[src/rtl/adpll_lock_sequencer.sv]
// ADPLL lock sequencer: steps the loop filter through hold, cold acquisition,
// bandwidth transfer and tracking, and flags loss of lock.
module adpll_lock_sequencer #(
  parameter int ERR_W    = 27,
  parameter int HOLD_CYC = 16
) (
  input  logic                    ref_clk,
  input  logic                    reset,
  input  logic                    enable,
  input  logic [7:0]              upd_period,
  input  logic signed [ERR_W-1:0] error_in,
  input  logic [12:0]             freq_lock_thresh,
  input  logic [5:0]              lock_count_target,
  input  logic [12:0]             unlock_thresh,
  input  logic [3:0]              unlock_count,
  output logic                    reset2,
  output logic                    reset3,
  output logic                    cold_start_traditional,
  output logic                    lowbw_pre,
  output logic                    lowbw1,
  output logic                    fine_done_traditional,
  output logic                    locked,
  output logic                    lock_lost,
  output logic [2:0]              state
);

  typedef enum logic [2:0] {
    ST_IDLE     = 3'd0,
    ST_HOLD     = 3'd1,
    ST_COLD     = 3'd2,
    ST_TRANSFER = 3'd3,
    ST_TRACK    = 3'd4
  } state_e;

  localparam int HW = (HOLD_CYC > 1) ? $clog2(HOLD_CYC) : 1;
  localparam logic [HW-1:0] HOLD_LAST = HW'(HOLD_CYC - 1);

  state_e            state_q, state_d;
  logic [HW-1:0]     hold_cnt_q, hold_cnt_d;
  logic [7:0]        upd_cnt_q, upd_cnt_d, upd_last;
  logic [5:0]        good_cnt_q, good_cnt_d, good_target;
  logic [3:0]        bad_cnt_q, bad_cnt_d, bad_target;
  logic              xfer_cnt_q, xfer_cnt_d;
  logic              lock_lost_q, lock_lost_d;
  logic              reset2_q, reset2_d;
  logic              cold_q, cold_d;
  logic              lowbw_pre_q, lowbw_pre_d;
  logic              lowbw1_q, lowbw1_d;
  logic              fine_done_q, fine_done_d;
  logic              locked_q, locked_d;
  logic [ERR_W-1:0]  err_abs;
  logic              err_good, err_bad;

  // The most negative error saturates so its magnitude still fits ERR_W bits.
  always_comb begin
    if (!error_in[ERR_W-1])
      err_abs = $unsigned(error_in);
    else if (error_in == {1'b1, {(ERR_W-1){1'b0}}})
      err_abs = {1'b0, {(ERR_W-1){1'b1}}};
    else
      err_abs = $unsigned(-error_in);
    err_good    = err_abs <= {{(ERR_W-13){1'b0}}, freq_lock_thresh};
    err_bad     = err_abs >  {{(ERR_W-13){1'b0}}, unlock_thresh};
    good_target = (lock_count_target == 6'd0) ? 6'd1 : lock_count_target;
    bad_target  = (unlock_count == 4'd0) ? 4'd1 : unlock_count;
    upd_last    = (upd_period <= 8'd1) ? 8'd0 : upd_period - 8'd1;
  end

  always_ff @(posedge ref_clk) begin
    if (reset) begin
      state_q     <= ST_IDLE;
      hold_cnt_q  <= '0;
      upd_cnt_q   <= '0;
      good_cnt_q  <= '0;
      bad_cnt_q   <= '0;
      xfer_cnt_q  <= 1'b0;
      lock_lost_q <= 1'b0;
      reset2_q    <= 1'b0;
      cold_q      <= 1'b0;
      lowbw_pre_q <= 1'b0;
      lowbw1_q    <= 1'b0;
      fine_done_q <= 1'b0;
      locked_q    <= 1'b0;
    end else begin
      state_q     <= state_d;
      hold_cnt_q  <= hold_cnt_d;
      upd_cnt_q   <= upd_cnt_d;
      good_cnt_q  <= good_cnt_d;
      bad_cnt_q   <= bad_cnt_d;
      xfer_cnt_q  <= xfer_cnt_d;
      lock_lost_q <= lock_lost_d;
      reset2_q    <= reset2_d;
      cold_q      <= cold_d;
      lowbw_pre_q <= lowbw_pre_d;
      lowbw1_q    <= lowbw1_d;
      fine_done_q <= fine_done_d;
      locked_q    <= locked_d;
    end
  end

  // Error decisions are taken on the edge that ends a strobe cycle.
  always_comb begin
    state_d     = state_q;
    hold_cnt_d  = hold_cnt_q;
    good_cnt_d  = good_cnt_q;
    bad_cnt_d   = bad_cnt_q;
    xfer_cnt_d  = xfer_cnt_q;
    lock_lost_d = lock_lost_q;
    case (state_q)
      ST_IDLE: begin
        if (enable) state_d = ST_HOLD;
      end
      ST_HOLD: begin
        if (hold_cnt_q == HOLD_LAST) state_d = ST_COLD;
        else hold_cnt_d = hold_cnt_q + HW'(1);
      end
      ST_COLD: begin
        if (fine_done_q) begin
          if (!err_good) good_cnt_d = 6'd0;
          else if (good_cnt_q != 6'd63) good_cnt_d = good_cnt_q + 6'd1;
          if (good_cnt_d >= good_target) state_d = ST_TRANSFER;
        end
      end
      ST_TRANSFER: begin
        if (fine_done_q) begin
          if (xfer_cnt_q) state_d = ST_TRACK;
          else xfer_cnt_d = 1'b1;
        end
      end
      ST_TRACK: begin
        if (fine_done_q) begin
          if (!err_bad) bad_cnt_d = 4'd0;
          else if (bad_cnt_q != 4'd15) bad_cnt_d = bad_cnt_q + 4'd1;
          if (bad_cnt_d >= bad_target) begin
            state_d     = ST_COLD;
            lock_lost_d = 1'b1;
          end
        end
      end
      default: state_d = ST_IDLE;
    endcase
    if (!enable) state_d = ST_IDLE;
    if (state_d != state_q) begin
      hold_cnt_d = '0;
      good_cnt_d = '0;
      bad_cnt_d  = '0;
      xfer_cnt_d = 1'b0;
    end
    if (state_q == ST_IDLE && state_d != ST_IDLE) lock_lost_d = 1'b0;
  end

  // Outputs are decoded from the next state so they line up with state_q.
  always_comb begin
    if (state_d == ST_IDLE || state_q == ST_IDLE ||
        (state_q == ST_HOLD && state_d == ST_COLD))
      upd_cnt_d = 8'd0;
    else if (upd_cnt_q >= upd_last)
      upd_cnt_d = 8'd0;
    else
      upd_cnt_d = upd_cnt_q + 8'd1;
    fine_done_d = (state_d != ST_IDLE) && (upd_cnt_d == upd_last);
    reset2_d    = (state_d == ST_COLD) || (state_d == ST_TRANSFER) || (state_d == ST_TRACK);
    cold_d      = (state_d == ST_COLD);
    lowbw_pre_d = (state_d == ST_TRANSFER) || (state_d == ST_TRACK);
    lowbw1_d    = (state_d == ST_TRACK);
    locked_d    = (state_d == ST_TRACK);
  end

  assign state                  = state_q;
  assign reset2                 = reset2_q;
  assign reset3                 = reset2_q;
  assign cold_start_traditional = cold_q;
  assign lowbw_pre              = lowbw_pre_q;
  assign lowbw1                 = lowbw1_q;
  assign fine_done_traditional  = fine_done_q;
  assign locked                 = locked_q;
  assign lock_lost              = lock_lost_q;

endmodule
[config.mk]
export PLATFORM = sky130hd
export DESIGN_NAME = adpll_lock_sequencer
export DESIGN_NICKNAME = d
export VERILOG_FILES = /design/src/rtl/adpll_lock_sequencer.sv
export SDC_FILE = /design/constraint.sdc
export NUM_CORES = 1
export LEC_CHECK = 0
export CAP_MARGIN = 5
export CORE_ASPECT_RATIO = 1.4
export CORE_MARGIN = 2
export CORE_UTILIZATION = 25
export DETAILED_ROUTE_END_ITERATION = 7
export DONT_BUFFER_PORTS = 1
export GPL_ROUTABILITY_DRIVEN = 0
export HOLD_SLACK_MARGIN = 0.08
export SYNTH_ARGS = -nofsm -noshare
export SYNTH_HDL_FRONTEND = slang
export SYNTH_SLANG_ARGS = --single-unit
[constraint.sdc]
create_clock -name ref_clk -period 8.3 [get_ports ref_clk]
set_input_delay 0.83 -clock ref_clk [delete_from_list [all_inputs] [get_ports ref_clk]]
set_output_delay 0.83 -clock ref_clk [all_outputs]
set_load 0.005 [all_outputs]
==> flow_summary.rst <==
.. list-table::
   :header-rows: 1

   * - Metric
     - Value
   * - Share of synthesized flip-flops with an asynchronous set or reset
     - 0%
   * - Fin area
     - 4330 µm²
   * - P per Cell Area
     - 101 nW/µm²
   * - Share of the yosys chip area belonging to registers
     - 16.0%
   * - Critical register-to-register path endpoint
     - bad_cnt_q[3]$_SDFFE_PP0P_
   * - Total number of nets in the final design
     - 665
   * - DR vias
     - between 3000 and 4000
   * - Layout cell share with drive strength beyond 1
     - 4.07%
   * - Synthesized netlist net count
     - a little under 700
   * - Leading cell type by number of instances after synthesis
     - nor2_1
   * - Clock Root Buffer
     - clkbuf_16
   * - Internal
     - 0.319 mW
   * - Switch share
     - 27.3%
   * - Global-route total usage across every layer
     - 12.4%
   * - Crit path max-delay cell type
     - or4_1
   * - Highest routed metal layer
     - met4
   * - Count of endpoints failing setup in the final report
     - 0
   * - Data required time of the critical path
     - 8480 ps
   * - Die X-Extent
     - around 110 µm
   * - Count of distinct cell types in the synthesized netlist
     - 67
   * - Most Frequent Cell on Critical Path
     - ha_1
   * - Leading cell types by count after synthesis
     - nor2_1 (52), ha_1 (51), inv_1 (51), nand2_1 (42), a21oi_1 (37)
   * - Per-instance average area after synthesis
     - 7.31 µm²
   * - Worst reg2reg startpoint
     - bad_cnt_q[0]$_SDFFE_PP0P_
   * - Filler cell count
     - 1723
   * - Fin Setup TNS
     - 0 ps
   * - RSZ-0062 raised after global routing
     - false
   * - IR drop worst, VDD
     - 0.0000679 V
   * - Number of synthesized flops with an enable pin
     - 0
   * - Clock skew
     - 2.86 ps
   * - Non-Filler Instances
     - 737
   * - Placed Cells incl. Taps
     - 729
   * - Wl on met1
     - approximately 4.4 mm
   * - Comb pwr share
     - 23.2%
   * - Final max-slew violation count
     - 0
   * - Area of the core
     - 15700 µm²
   * - R2r worst-path depth
     - 12
   * - Normalized max-slew margin
     - roughly 28%
   * - Cell Chain, Critical Path
     - inv_1 > ha_1 > or4b_4 > nand4bb_4 > or4_1 > o21ai_0 > ha_1 > a21oi_1 > o21ai_0 > or4_1 > o21bai_1 > nand4_1 > o22ai_1 > ha_1 > nand2b_1 > a2111oi_1 > o32ai_1 > nand3_1 > xor2_1 > nand3b_1 > a211oi_1
   * - Slowest cell delay on critical path
     - 800 ps
   * - Final core utilization
     - between 20% and 30%
   * - Number of antenna violations at the first check in global routing
     - 0
   * - Drt wl/cell
     - 14.4 µm
   * - Crit. End Element
     - flip-flop
   * - Worst setup SP type
     - input pin
   * - Vias in the first global route
     - 3833
   * - Setup repair bufs after CTS
     - 0
   * - Sequential group share of total power
     - between 30% and 40%
   * - Remaining antenna violation count after routing
     - 0
   * - Starting density of the core
     - 25.6%
   * - Largest cells by area after synthesis
     - dfxtp_1 (16%), ha_1 (16%), nor2_1 (4.9%)
   * - Leakage
     - roughly 1.8 nW
   * - Ports
     - 85
   * - Maximum number of pins on one net before global-route repair
     - 30
   * - Vertical die dimension
     - 154 µm
   * - Total die area
     - approximately 17000 µm²
   * - Maximum count of clock buffers along a single path
     - 2
   * - End point of the worst hold path
     - hold_cnt_q[1]$_SDFFE_PP0P_
   * - Total length of routed met2 wires
     - approximately 5.4 mm
   * - Switching power total
     - 0.120 mW
   * - Global-route wire length before repair
     - 18.1 mm
   * - Kind of critical path
     - in2reg
   * - Aggregate global routing overflow
     - 0
   * - Type of the most critical hold path
     - reg2reg
   * - Count of final hold-check violations
     - 0
   * - Layout area overhead
     - 7.95%
   * - Cell Rows
     - 54
   * - Instance count of the mapped netlist
     - 549
   * - Hold Buf Count CTS
     - 0
   * - Synthesis warning total
     - 0
   * - Total placed instance area
     - 4180 µm²
   * - Worst slew pin tran
     - between 1000 and 1500 ps
   * - Top_reg_cell synth
     - dfxtp_1
   * - Cell depth of the worst hold path
     - 2
   * - Half-perimeter wire length after detailed placement
     - 8.74 mm
   * - Worst Hold Launch
     - hold_cnt_q[1]$_SDFFE_PP0P_
   * - Clock transition at the registers of the reported paths
     - 50 ps
   * - Total detailed-routing wirelength
     - 10.6 mm
   * - Cts repair resizes
     - 0
   * - Number of levels the H-tree was split into
     - 2
   * - TritonCTS sink count
     - 32
   * - Worst-path maximum fanout
     - 15
   * - TritonCTS clock tree
     - yes
   * - Worst EP arrival
     - 7340 ps
   * - Clk Latency, worst-skew pair
     - 270 ps
   * - Via-per-instance ratio
     - 5.42
   * - Number of buffers created by CTS
     - 5
   * - First-pass iteration count of the detailed router
     - 7
   * - Result of the run
     - finished, final reports clean
   * - Share of the cycle needed by the critical path after routing
     - 86.3%
   * - Top-area cell type share of the netlist area
     - 16.0%
   * - Setup slack of the worst register-to-register path
     - between 4000 and 5000 ps
   * - Maximum achievable frequency
     - between 100 and 150 MHz
   * - Post-synthesis register bit count
     - 32
   * - Synth Cell Area
     - 4010 µm²
   * - Share of power burned in the clock network
     - 41.2%
   * - Count of antenna diodes in the layout
     - 0
   * - Port Buffer Count
     - 0
   * - Number of max-cap violations
     - 0
   * - DRC errors left
     - 0
   * - Largest area contributor in the netlist
     - dfxtp_1
   * - WL met3
     - 620 µm
   * - Number of design-rule violations left by the first detailed-router iteration
     - 170
   * - Post-layout minimum cycle time
     - 7160 ps
-- how the worst max path moves through the flow --
stage	to	slack, ps	cells after the start	start
floorplan	good_cnt_q[4]$_SDFFE_PP0P_	1900	22	error_in[0]
detailed placement	bad_cnt_q[3]$_SDFFE_PP0P_	870	21	error_in[0]
CTS	bad_cnt_q[3]$_SDFFE_PP0P_	1110	21	error_in[0]
finish	bad_cnt_q[3]$_SDFFE_PP0P_	1140	21	error_in[0]
global placement	bad_cnt_q[3]$_SDFFE_PP0P_	1100	21	error_in[0]
global route	bad_cnt_q[3]$_SDFFE_PP0P_	540	21	error_in[0]
-- power by group through the flow --
stage	Sequential (mW)	Clock [mW]	Combinational (mW)
after floorplan	0.158	0	0.0832
after global placement	0.159	0	0.102
after detailed placement	0.159	0	0.103
after CTS	0.156	0.187	0.103
after global routing	0.156	0.192	0.120
final	0.156	0.181	0.102
-- stage by stage --
stage	setup slack (ps)	total power, mW	hold slack [ps]
2_1_floorplan	1900	0.242	454
3_3_place_gp	1100	0.261	469
3_5_place_dp	872	0.262	478
4_1_cts	1110	0.446	485
5_1_grt	540	0.467	512
6_report	1140	0.439	481
-- routing by layer --
metal | track usage, % | up-vias
met5 | 0 | -
met4 | 4.00 | 0
met3 | 1.81 | 22
met2 | 22.9 | 128
met1 | 14.6 | 1821
li1 | - | 2025
-- kinds of logic (layout without fill, tap and decap cells) --
logic type	Yosys count	in the layout	synth area share, %
AO/OA/AOI/OAI	137	137	22.8
AND/OR/NAND/NOR	233	233	32.3
adder cells (fa/ha/maj)	51	51	15.9
XOR/XNOR	24	24	5.24
multiplexers	4	4	0.998
flip-flops	32	32	16.0
buffers and inverters	68	60	6.77
-- cell type report --
| type | instances | area [µm²] | share of cell area (%) |
|---|---|---|---|
| sequential | 32 | 641 | 14.8 |
| tap | 196 | 245 | 5.66 |
| timing repair buffer | 1 | 7.51 | 0.173 |
| clock buffer | 8 | 146 | 3.38 |
| inverter | 51 | 191 | 4.42 |
| multi-input combinational | 449 | 3100 | 71.6 |
-- critical path, delay by kind of cell --
kind / cells / cell delay (ps)
adders and majority gates: 3 / 750
buffers and inverters: 1 / 80
and+or+nand+nor: 8 / 3100
xor gates and xnor gates: 1 / 180
AOI/OAI and AO/OA: 8 / 2380
-- state kept, by name (all words and copies together), names as in the netlist --
| signal | count |
|---|---|
| bad_cnt_q | 4 |
| cold_start_traditional | 1 |
| fine_done_traditional | 1 |
| good_cnt_q | 6 |
| hold_cnt_q | 4 |
| lock_lost | 1 |
| locked | 1 |
| lowbw_pre | 1 |
| reset2 | 1 |
| state | 3 |
| upd_cnt_q | 8 |
| xfer_cnt_q | 1 |
-- layout by cell type (no fill, tap or decap), types with 8 or more instances in the layout --
cell and n:
nor2_1 52, inv_1 51, ha_1 51, nand2_1 42, a21oi_1 37, dfxtp_1 32
o21ai_0 28, nand3_1 23, nor3_1 16, and3_1 16, xor2_1 14, nand4_1 13
nor4_1 12, xnor2_1 10, a31oi_1 9, or4_1 8, nand2b_1 8, nor2b_1 8
Power figures use the tool's default switching activity.
